--- src/rtl/serial_out_scheduler.sv ---
// serial_out_scheduler: staggered per-channel start pulses, busy tracking, abort.
// Optional S_WAIT watchdog is compiled in when SCHED_WATCHDOG_EN is defined.
module serial_out_scheduler #(
  parameter int OUTPUT_NUM = 16,
  parameter int DELAY_BIT  = 16,
  parameter int WDT_CYCLES = 65535
) (
  input  logic                 clk,
  input  logic                 rst_n,
  input  logic                 i_cfg_we,
  input  logic [3:0]           i_cfg_sel,
  input  logic                 i_cfg_enable,
  input  logic [DELAY_BIT-1:0] i_cfg_delay,
  input  logic                 i_launch,
  input  logic                 i_abort,
  input  logic [15:0]          i_ch_done_tick,
  output logic [15:0]          o_start_tick,
  output logic [15:0]          o_stop,
  output logic [15:0]          o_busy,
  output logic                 o_sched_busy,
  output logic                 o_done_tick,
  output logic                 o_timeout
);

  typedef enum logic [1:0] {
    S_IDLE,
    S_RUN,
    S_WAIT,
    S_DONE
  } state_t;

  state_t state_q, state_d;

  logic [15:0] en_q, en_d;
  logic [15:0] started_q, started_d;
  logic [15:0] busy_q, busy_d;
  logic [15:0] start_q, start_d;
  logic [15:0] stop_q, stop_d;

  logic [DELAY_BIT-1:0] dly_q [16];
  logic [DELAY_BIT-1:0] dly_d [16];
  logic [DELAY_BIT-1:0] cnt_q, cnt_d;

  logic done_q, done_d;
  logic sbusy_q, sbusy_d;
  logic tmo_q, tmo_d;

  logic [15:0] match;
  logic [15:0] fire;
  logic        cfg_ok;
  logic        abort;
  logic        wdt_hit;

  assign cfg_ok = ({1'b0, i_cfg_sel} < 5'(OUTPUT_NUM));

  always_comb begin
    match = '0;
    for (int j = 0; j < 16; j++) begin
      match[j] = (dly_q[j] == cnt_q);
    end
  end

`ifdef SCHED_WATCHDOG_EN
  localparam int WDT_W = $clog2(WDT_CYCLES + 1);

  logic [WDT_W-1:0] wdt_q, wdt_d;

  // Counter is zero on S_WAIT entry and counts edges spent in S_WAIT.
  always_comb begin
    wdt_d = '0;
    if (state_q == S_WAIT) begin
      wdt_d = wdt_q + WDT_W'(1);
    end
  end

  assign wdt_hit = (state_q == S_WAIT) &&
                   (busy_q != '0) &&
                   (wdt_q == WDT_W'(WDT_CYCLES - 1));

  always_ff @(posedge clk) begin
    if (!rst_n) begin
      wdt_q <= '0;
    end else begin
      wdt_q <= wdt_d;
    end
  end
`else
  assign wdt_hit = 1'b0;
`endif

  assign abort = ((state_q != S_IDLE) && i_abort) || wdt_hit;

  always_comb begin
    state_d   = state_q;
    en_d      = en_q;
    dly_d     = dly_q;
    cnt_d     = cnt_q;
    started_d = started_q;
    busy_d    = busy_q & ~i_ch_done_tick;
    start_d   = '0;
    stop_d    = '0;
    done_d    = 1'b0;
    tmo_d     = 1'b0;
    fire      = '0;

    unique case (state_q)
      S_IDLE: begin
        if (i_cfg_we && cfg_ok) begin
          en_d[i_cfg_sel]  = i_cfg_enable;
          dly_d[i_cfg_sel] = i_cfg_delay;
        end
        if (i_launch) begin
          cnt_d     = '0;
          started_d = '0;
          if (en_q == '0) begin
            state_d = S_DONE;
            done_d  = 1'b1;
          end else begin
            state_d = S_RUN;
          end
        end
      end
      S_RUN: begin
        fire      = en_q & ~started_q & match;
        start_d   = fire;
        started_d = started_q | fire;
        busy_d    = busy_d | fire;
        cnt_d     = cnt_q + DELAY_BIT'(1);
        if ((en_q & ~(started_q | fire)) == '0) begin
          state_d = S_WAIT;
        end
      end
      S_WAIT: begin
        if (busy_q == '0) begin
          state_d = S_DONE;
          done_d  = 1'b1;
        end
      end
      S_DONE: begin
        state_d = S_IDLE;
      end
    endcase

    // Abort wins over any start match or done tick in the same cycle.
    if (abort) begin
      stop_d    = busy_q;
      busy_d    = '0;
      started_d = '0;
      start_d   = '0;
      done_d    = 1'b0;
      tmo_d     = wdt_hit;
      state_d   = S_IDLE;
    end

    sbusy_d = (state_d != S_IDLE);
  end

  always_ff @(posedge clk) begin
    if (!rst_n) begin
      state_q   <= S_IDLE;
      en_q      <= '0;
      cnt_q     <= '0;
      started_q <= '0;
      busy_q    <= '0;
      start_q   <= '0;
      stop_q    <= '0;
      done_q    <= 1'b0;
      sbusy_q   <= 1'b0;
      tmo_q     <= 1'b0;
      for (int j = 0; j < 16; j++) begin
        dly_q[j] <= '0;
      end
    end else begin
      state_q   <= state_d;
      en_q      <= en_d;
      cnt_q     <= cnt_d;
      started_q <= started_d;
      busy_q    <= busy_d;
      start_q   <= start_d;
      stop_q    <= stop_d;
      done_q    <= done_d;
      sbusy_q   <= sbusy_d;
      tmo_q     <= tmo_d;
      dly_q     <= dly_d;
    end
  end

  assign o_start_tick = start_q;
  assign o_stop       = stop_q;
  assign o_busy       = busy_q;
  assign o_sched_busy = sbusy_q;
  assign o_done_tick  = done_q;
  assign o_timeout    = tmo_q;

endmodule
--- config.mk ---
export PLATFORM = sky130hd
export DESIGN_NAME = serial_out_scheduler
export DESIGN_NICKNAME = d
export VERILOG_FILES = /design/src/rtl/serial_out_scheduler.sv
export SDC_FILE = /design/constraint.sdc
export NUM_CORES = 1
export LEC_CHECK = 0
export ABC_AREA = 0
export BUFFER_PORTS_ARGS = -buffer_cell sky130_fd_sc_hd__buf_2
export CAP_MARGIN = 10
export CORE_MARGIN = 1
export CORE_UTILIZATION = 55
export CTS_CLUSTER_SIZE = 28
export DETAILED_ROUTE_END_ITERATION = 8
export PLACE_DENSITY = 0.77
export SETUP_SLACK_MARGIN = 0.4
export SYNTH_ARGS = -nofsm -noshare
export SYNTH_HDL_FRONTEND = slang
export SYNTH_SLANG_ARGS = --single-unit
--- constraint.sdc ---
create_clock -name clk -period 2.35 [get_ports clk]
set_clock_uncertainty 0.15 [all_clocks]
set_input_delay 0.235 -clock clk [delete_from_list [all_inputs] [get_ports clk]]
set_output_delay 0.235 -clock clk [all_outputs]
set_load 0.01 [all_outputs]
==> results of run 1 <==
[cells in the mapped netlist (2+ instances only)]
cell,n
nor2_2,3
nor4_1,23
a22oi_1,4
nor3b_1,3
a21boi_0,5
o21ai_0,15
nand2_1,599
nand2b_1,10
nor4_2,5
nor2b_1,16
a21boi_1,3
nor3_2,3
buf_4,8
inv_1,11
a31oi_1,4
nor3_1,7
xor2_1,16
buf_2,20
a21oi_1,294
or3_1,2
xnor2_1,239
nand3b_1,19
and3_1,4
and4_1,2
clkbuf_1,110
nand4_1,59
nand3_1,26
or4_1,2
dfxtp_1,356
o21a_1,3
nor2_1,56
buf_6,14
and2_1,18
a311oi_1,3
[where the power goes]
part | switching (mW) | internal (mW)
logic | 1.59 | 1.04
registers | 0.134 | 6.16
clock network | 2.49 | 3.60
[layer usage]
metal / routed length (um) / vias up
li1: - / 6840
met1: 21300 / 7556
met2: 26500 / 1369
met3: 8360 / 442
met4: 5390 / 0
met5: 0 / -
[layout make-up]
| type | count | area (um^2) |
|---|---|---|
| Timing Repair Buffer | 293 | 2660 |
| Fill cell | 1728 | 7110 |
| Clock buffer | 56 | 1150 |
| Antenna cell | 2 | 5.00 |
| Inverter | 12 | 52.6 |
| Sequential cell | 356 | 7170 |
| Clock inverter | 9 | 104 |
| Tap cell | 378 | 473 |
| Multi-Input combinational cell | 1460 | 9290 |
[state kept, by name, summed over array words and instances, names as in the netlist]
| signal | flops |
|---|---|
| started_q | 16 |
| o_stop | 16 |
| o_start_tick | 16 |
| state_q | 2 |
| cnt_q | 16 |
| o_sched_busy | 1 |
| o_busy | 16 |
| en_q | 16 |
| dly_q | 256 |
| o_done_tick | 1 |
[layout by cell type, fill, tap and decap left out, types with 17 or more instances in the layout]
cell type	count
buf_2	91
nand3b_1	19
nand3_1	19
dlygate4sd3_1	18
nor2_1	46
buf_6	46
buf_4	98
dfxtp_1	338
nand2_1	553
clkbuf_16	42
xnor2_2	42
xnor2_1	189
buf_12	27
nand4_1	59
a21oi_2	48
nand2_4	32
a21oi_1	244
and2_1	17
[worst register-to-register path: cells and delay by family, from the launching register on]
kind,cells,cell delay (ps)
AOI/OAI and AO/OA,3,420
xor gates and xnor gates,1,130
buffers and inverters,2,430
DFF,1,430
and+or+nand+nor,3,960
[kinds of logic (layout without fill, tap and decap cells)]
group	after synthesis	in the layout	synth area share, %
xor gates and xnor gates	256	256	14.3
DFF	356	356	45.2
AOI/OAI and AO/OA	338	338	11.2
and+or+nand+nor	863	863	24.2
adders and majority gates	1	1	0.0793
muxes	1	1	0.0714
buffers and inverters	164	370	4.92
other	1	3	0.0238
[repair_timing]
action,4_1_cts,5_1_grt
gates cloned,1,9
setup endpoints to repair,187,298
hold buffers,18,0
pin swaps,58,105
buffers inserted,24,27
resized for setup,120,272
hold endpoints to repair,20,0
[worst paths after layout]
check,cells past startpoint,slack (ps),end
worst max register to register,9,-300,state_q[0]
worst min-delay path,3,70,en_q[10]
worst max-delay path,9,-300,state_q[0]
worst min register to register,2,290,started_q[15]
[per-stage QoR]
stage | hold WS [ps] | setup WS, ps | utilization [%] | cells | TNS, ps
6_report | 65.0 | -303 | 74.6 | 2566 | -656
5_1_grt | 72.3 | -253 | 74.6 | 2564 | -564
4_1_cts | 26.4 | 37.7 | 69.1 | 2528 | 0
3_5_place_dp | 278 | -299 | 61.5 | 2420 | -568
3_3_place_gp | 265 | -236 | 61.5 | 2420 | -443
2_1_floorplan | 203 | 350 | - | 1980 | 0
==> results.md, run 1 <==
- The CTS buffer count is 37.
- The post-layout minimum cycle time is 2650 ps.
- At the end of routability-driven placement, the weighted congestion stood at approximately 0.97.
- The number of global-route vias before repair was 14100.
- The first global-routing pass estimated approximately 80000 um of wire.
- Setup violations remaining at the end of the flow were counted as 3.
- The worst setup path is captured at a flip-flop.
- In this run the most critical hold path is launched from i_cfg_enable.
- From bottom edge to top edge, the die measures ~170 um.
- The largest individual stage delay along the critical path comes from the cell nor4_2.
- The count of max-cap constraint violations is 0.
- Cells with a size suffix above 1 make up roughly a quarter of the layout.
- The highest fanout seen on the critical path is 6.
- Together, buffers and inverters on the worst path number 2.
- In this run the biggest area consumer among cell types represents 45.2% of the synthesized area.
- The tree is rooted in a clkbuf_16.
- The core outline area is approximately 0.028 mm^2.
- Power comes to between 15 and 20 mW.
- The most common cell type on the critical path is buf_4.
- Global routing consumed, on the met1 layer, a little under half of the routing resources.
- From left edge to right edge, the die measures 171 um.
- The number of nets in the layout is 2203.
- The type of origin of the critical path is a flip-flop.
- On the worst path, the slowest cell contributes a delay of 530 ps.
- The share of synthesized flip-flops with an asynchronous set or reset is 0%.
- Counting flops with a built-in enable in the synthesized netlist gives 0.
- After layout, the worst path uses 113% of the clock period.
- The number of buffers on the longest clock path is 3.
- The startpoint of the worst-slack reg-to-reg timing path is cnt_q[0].
- The signal on the critical path passes through buf_4, xnor2_1, nand4_1, nor4_2, buf_4, a21boi_1, a2111oi_4, and4_1, o22ai_2.
- The count of endpoints failing hold in the final timing report is 0.
- At the pin with the least slew margin, the transition time is 824 ps.
- From synthesis to final layout, the design area changed by 32.5%.
- The number of antenna violations at the first check in global routing is 2.
- The floorplan step defined a die boundary enclosing just under 0.03 mm^2.
- The final layout contains routed wiring with a total length of 61600 um.
- The insertion delay of the later-clocked pin in the worst-skew pair is about 540 ps.
- Detailed placement ended at an HPWL of 33000 um.
- The sequential share of the synthesized area is between 40% and 50%.
- The maximum level of the CTS H-tree is 2.
- The power per cell area is slightly above 700 mW/mm^2.
- Clock tree synthesis found a total of roughly 360 sinks.
- The checks that failed: negative setup slack.
- The run finished, with violations left.
- Dividing the detail-routed wire length by the instance count gives between 20 and 25 um.
- The number of synthesis warnings is 0.
- In the synthesized netlist, the number of instances is just under 2000.
- The sum of overflow across all layers after global routing is 0.
- The min-delay analysis places its worst path in the category input port to flip-flop.
- The number of I/O port buffers is a little over 90.
- The worst ir drop on vdd is approximately 480 uV.
- The CTS tree is built.
- Setup repair after global routing could not meet its margin everywhere.
- The total nets after synthesis is 2023.
- The cell taking the most area after synthesis is dfxtp_1.
- The initial utilization of the core area, before any placement, comes to 56.3%.
- The pre-antenna-repair detailed-routing pass consisted of 8 iterations.
- The per-instance average area after synthesis is approximately 8.0 um^2.
- In this run, synthesis produced a sequential element count of about 360.
- For this run, the total global-route usage over all layers was measured as between 30% and 40%.
- The post-synthesis instance area is around 0.016 mm^2.
- The fmax is 377 MHz.
- Data on the critical path arrives at its endpoint at roughly 2900 ps.
- The met2 track demand over resource in global routing is about 58%.
- The fraction of met3 tracks used by global routing is around 6.5%.
- In this run the worst setup path begins at cnt_q[0].
- Entering global routing, the biggest net connects between 80 and 90 pins.
- The via count is ~16000.
- The most heavily used metal layer in global routing is met2.
- After clock tree synthesis, the clock-pin slew on the worst setup and hold paths is roughly 60 ps.
- The slack of the critical path is -303 ps.
- Once detail routing completed, the nets flagged for antenna violations numbered 0.
- The tightest slew margin relative to the limit is 44.8%.
- The number of slew-limit violations in the final report is 0.
- The critical path required time is 2610 ps.
- The site row count is around 60.
- In this run the cell area measured after placement is about 0.017 mm^2.
- The category of the critical setup timing path is flip-flop to flip-flop.
- Among cell families on the critical path, the largest total delay comes from simple AND/OR/NAND/NOR gates.
- The leakage power is approximately 7.6 nW.
- The I/O pin count is 93.
- The number of distinct library cells after synthesis is between 50 and 60.
- The most frequently used flop master after synthesis is dfxtp_1.
- For this block, the initial DRC count from the detailed router was approximately 2200.
- After detailed routing, the number of vias per cell comes to between 6 and 7.
- Sorting the synthesized cells by area gives the leading types as dfxtp_1, nand2_1, xnor2_1.
- For this run, design rule violations remaining after detail routing come to 0.
- The post-route standard cell area excluding fillers is around 0.021 mm^2.
Power figures use the tool's default switching activity.
==> run 2, diff against run 1 <==
Settings changed: MAX_ROUTING_LAYER set to met4, SETUP_SLACK_MARGIN 0.4 to 0.15, SKIP_LAST_GASP set to 1.
==> run 2 against run 1 <==
Effect of this change: the run still ends with negative setup slack left; combinational power down 21%; first-iteration DRC count down 21%; cell area down 7.5%; hold slack worse by 51 ps; die area unchanged; count of clock-buffer cells in the layout down 4; largest power group unchanged; critical endpoint unchanged; register-to-register slack better by 250 ps; setup slack better by 250 ps; final cell count down 1.5%; global-route usage up 1.1 points; sequential power about the same; highest routed layer unchanged.
==> results.md, run 2 (same netlist as run 1, synthesis figures left out) <==
- The number of antenna violations at the first check in global routing is 0.
- The die covers just under 0.03 mm^2.
- The region available for standard cell placement spans between 0.02 and 0.03 mm^2.
- Traced cell by cell, the critical path runs through buf_12, buf_12, xnor2_1, nand4_1, nor4_1, buf_4, a21oi_1, nor4_1, and4_4, o22ai_2.
- CTS built an H-tree with a depth of 2.
- The number of clock sinks seen by CTS is between 300 and 400.
- Summed over all failing endpoints, the final setup total negative slack is -82.7 ps.
- Dividing total power by cell area gives a power density of ~750 mW/mm^2.
- Clock-pin slew was measured on the worst setup and hold paths at 60 ps.
- The via density per instance is slightly below 6.
- OpenSTA, run right after detailed placement, puts the worst setup slack at -289 ps.
- The critical path required time is around 2600 ps.
- The category of the critical setup timing path is flip-flop to flip-flop.
- Max-cap violations in this run came to 0.
- Global routing finished with a remaining overflow of 0.
- The placed instance area is around 0.017 mm^2.
- Per report_power, the combinational group accounts for roughly 14% of the total.
- The worst ir drop on vdd is ~530 uV.
- The setup violation total in the final timing report is 2.
- Across all register-to-register paths, the minimum setup slack is -50 ps.
- The flow ran to the end, but the final reports show violations.
- The site row count is between 60 and 70.
- The post-layout minimum cycle time is 2400 ps.
- In this run, CTS created clock tree buffers numbering 37.
- For this run, the top clock speed supported by timing is 417 MHz.
- Net switching is roughly a quarter of the power.
- After detailed routing, the average wire length per cell comes to about 21 um.
- At the end of routability-driven placement, the weighted congestion stood at ~0.95.
- The number of global-route vias before repair is between 10000 and 15000.
- The final core utilization is roughly 70%.
- The sequential fraction of design power is between 40 and 50%.
- Measured along the x axis, the die boundary spans between 150 and 200 um.
- The buffers plus inverters on the worst setup path is 3.
- For this design the top-level I/O count stands at 93.
- Along the worst path, the maximum fanout reaches 8.
- The number of fill cells is 2080.
- The worst hold path class is input port to flip-flop.
- In this run the remaining antenna-violating nets after routing total 0.
- The startpoint identified for the worst register-to-register timing path is cnt_q[6].
- The share of layout cells above drive strength 1 is between 10% and 20%.
- The placed wire-length estimate is 33300 um.
- The number of cells traversed by the worst hold path is 4.
- The checks that failed: negative setup slack.
- The cell with the largest stage delay on the worst path is dfxtp_1.
- The tightest slew margin relative to the limit is between 50% and 60%.
- The count of endpoints failing hold in the final timing report is 0.
- The register bank with the most flops is dly_q.
- Before antenna repair, the detailed router went through 8 iterations.
- The number of nets in the layout is ~2200.
- For the worst flop-to-flop path, the logic depth is 10.
- The CTS tree is built.
- Entering global routing, the biggest net connects between 80 and 90 pins.
- The power spent charging and discharging nets is just under 4 mW.
- The longest individual stage delay on the worst path is about 320 ps.
- The number of buffers on the longest clock path is 3.
- The endpoint of the lowest-slack register-to-register path is state_q[0].
- The global-route wire length before repair is around 80000 um.
- In this design, the largest share of critical-path delay is due to simple AND/OR/NAND/NOR gates.
- The final cell count without fillers is between 2000 and 3000.
- Detailed routing inserted a total of roughly 15000 vias.
- The internal power summed over all cells is 10.7 mW.
- The initial utilization of the core area, before any placement, comes to a little under three fifths.
- The residual DRC count is 0.
- The total design power is about 15 mW.
- The slack of the critical path is -48.1 ps.
- The insertion delay of the later-clocked pin in the worst-skew pair is around 530 ps.
- The number of placed instances with taps included is between 2000 and 2500.
- Once layout is done, the placed cells without fillers occupy between 0.015 and 0.02 mm^2.
- The number of antenna cells inserted is 0.
- The final cycle utilization of the critical path is 102%.
- The register with the most flip-flops in the layout has 256 of them.
- The type of origin of the critical path is a flip-flop.
- The number of I/O port buffers is 91.
- The final layout contains routed wiring with a total length of 52600 um.
- The beginning of the worst hold path is i_abort.
- Setup repair after global routing could not meet its margin everywhere.
- Summed over all cells, the static leakage comes to 6.90 nW.
- The kind of end point of the critical path is a flip-flop.
- The vertical die dimension is between 150 and 200 um.
- The clock network is responsible for roughly 43% of the overall power.
- The critical path data arrival time is roughly 2600 ps.
- Global routing used approximately 37% of the available tracks across all layers.
- Leaving out fill and tap cells, the most frequent cells in the layout are nand2_1, dfxtp_1, a21oi_1.
- The worst slack on hold paths is between 10 and 15 ps.
- The relative area change from synthesis to final layout is 22.5%.
- The buffer cell driving the clock tree root is clkbuf_16.
- The number of slew-limit violations in the final report is 0.
- Leaving out fill and tap cells, the most frequent cell in the layout is nand2_1.
- The initial detailed-routing violation count is ~1700.
- The slew of the pin with the lowest slew margin is 683 ps.
- The worst min-delay path endpoint is started_q[0].
## run 2: changes by cell type in the layout (fill, tap and decap cells not counted), moves of 7 or more
cell,previous run,this run
a21oi_1,244,292
a21oi_2,48,2
buf_4,98,108
buf_6,46,11
buf_8,10,0
nand2_1,553,596
nand2_2,13,3
nand2_4,32,0
nor2_1,46,53
nor2_4,9,1
nor4_1,9,16
xnor2_1,189,217
xnor2_2,42,22
xnor2_4,9,1
## run 2: layout make-up
type | instances | area [um^2] | area share [%]
inverters | 12 | 52.6 | 0.272
flip-flops and latches | 356 | 7160 | 37.0
clock buffers | 52 | 1100 | 5.72
well taps | 378 | 473 | 2.45
clock inverters | 14 | 180 | 0.932
repair buffers | 255 | 2130 | 11.0
multi-input cells | 1460 | 8230 | 42.6
## run 2: power by group through the flow
stage,sequential [mW],combinational [mW],clock [mW]
after floorplan,6.38,1.05,0
after global placement,6.41,1.81,0
after detailed placement,6.41,1.83,0
after CTS,6.28,1.97,6.19
after global routing,6.29,2.19,6.45
final,6.28,2.08,6.18
## run 2: tightest hold or removal path, stage by stage
cell	delay, ps
buf_2	90
o21ai_1	80
nand2_1	160
a21oi_1	60
## run 2: how the worst max path moves through the flow
stage,from,cells past startpoint,to,slack (ps)
6_report,cnt_q[6],10,state_q[0],-50
4_1_cts,cnt_q[11],9,state_q[0],30
5_1_grt,cnt_q[14],10,state_q[0],-90
3_3_place_gp,cnt_q[12],9,state_q[0],-250
2_1_floorplan,cnt_q[1],8,state_q[0],290
3_5_place_dp,cnt_q[4],9,state_q[0],-290
## run 2: timing repair
item	in CTS	in global routing
hold buffers	18	0
resized for setup	67	35
buffers inserted	22	8
hold endpoints to repair	21	0
pin swaps	25	17
gates cloned	2	0
setup endpoints to repair	7	80
## run 2: per-layer routing
metal  wire, um  track usage [%]  share of wire [%]
met1      20200             45.6                 38
met2      23900             58.6                 45
met4       2790             17.5                5.3
met5          0                -                  0
met3       5660             6.60                 11
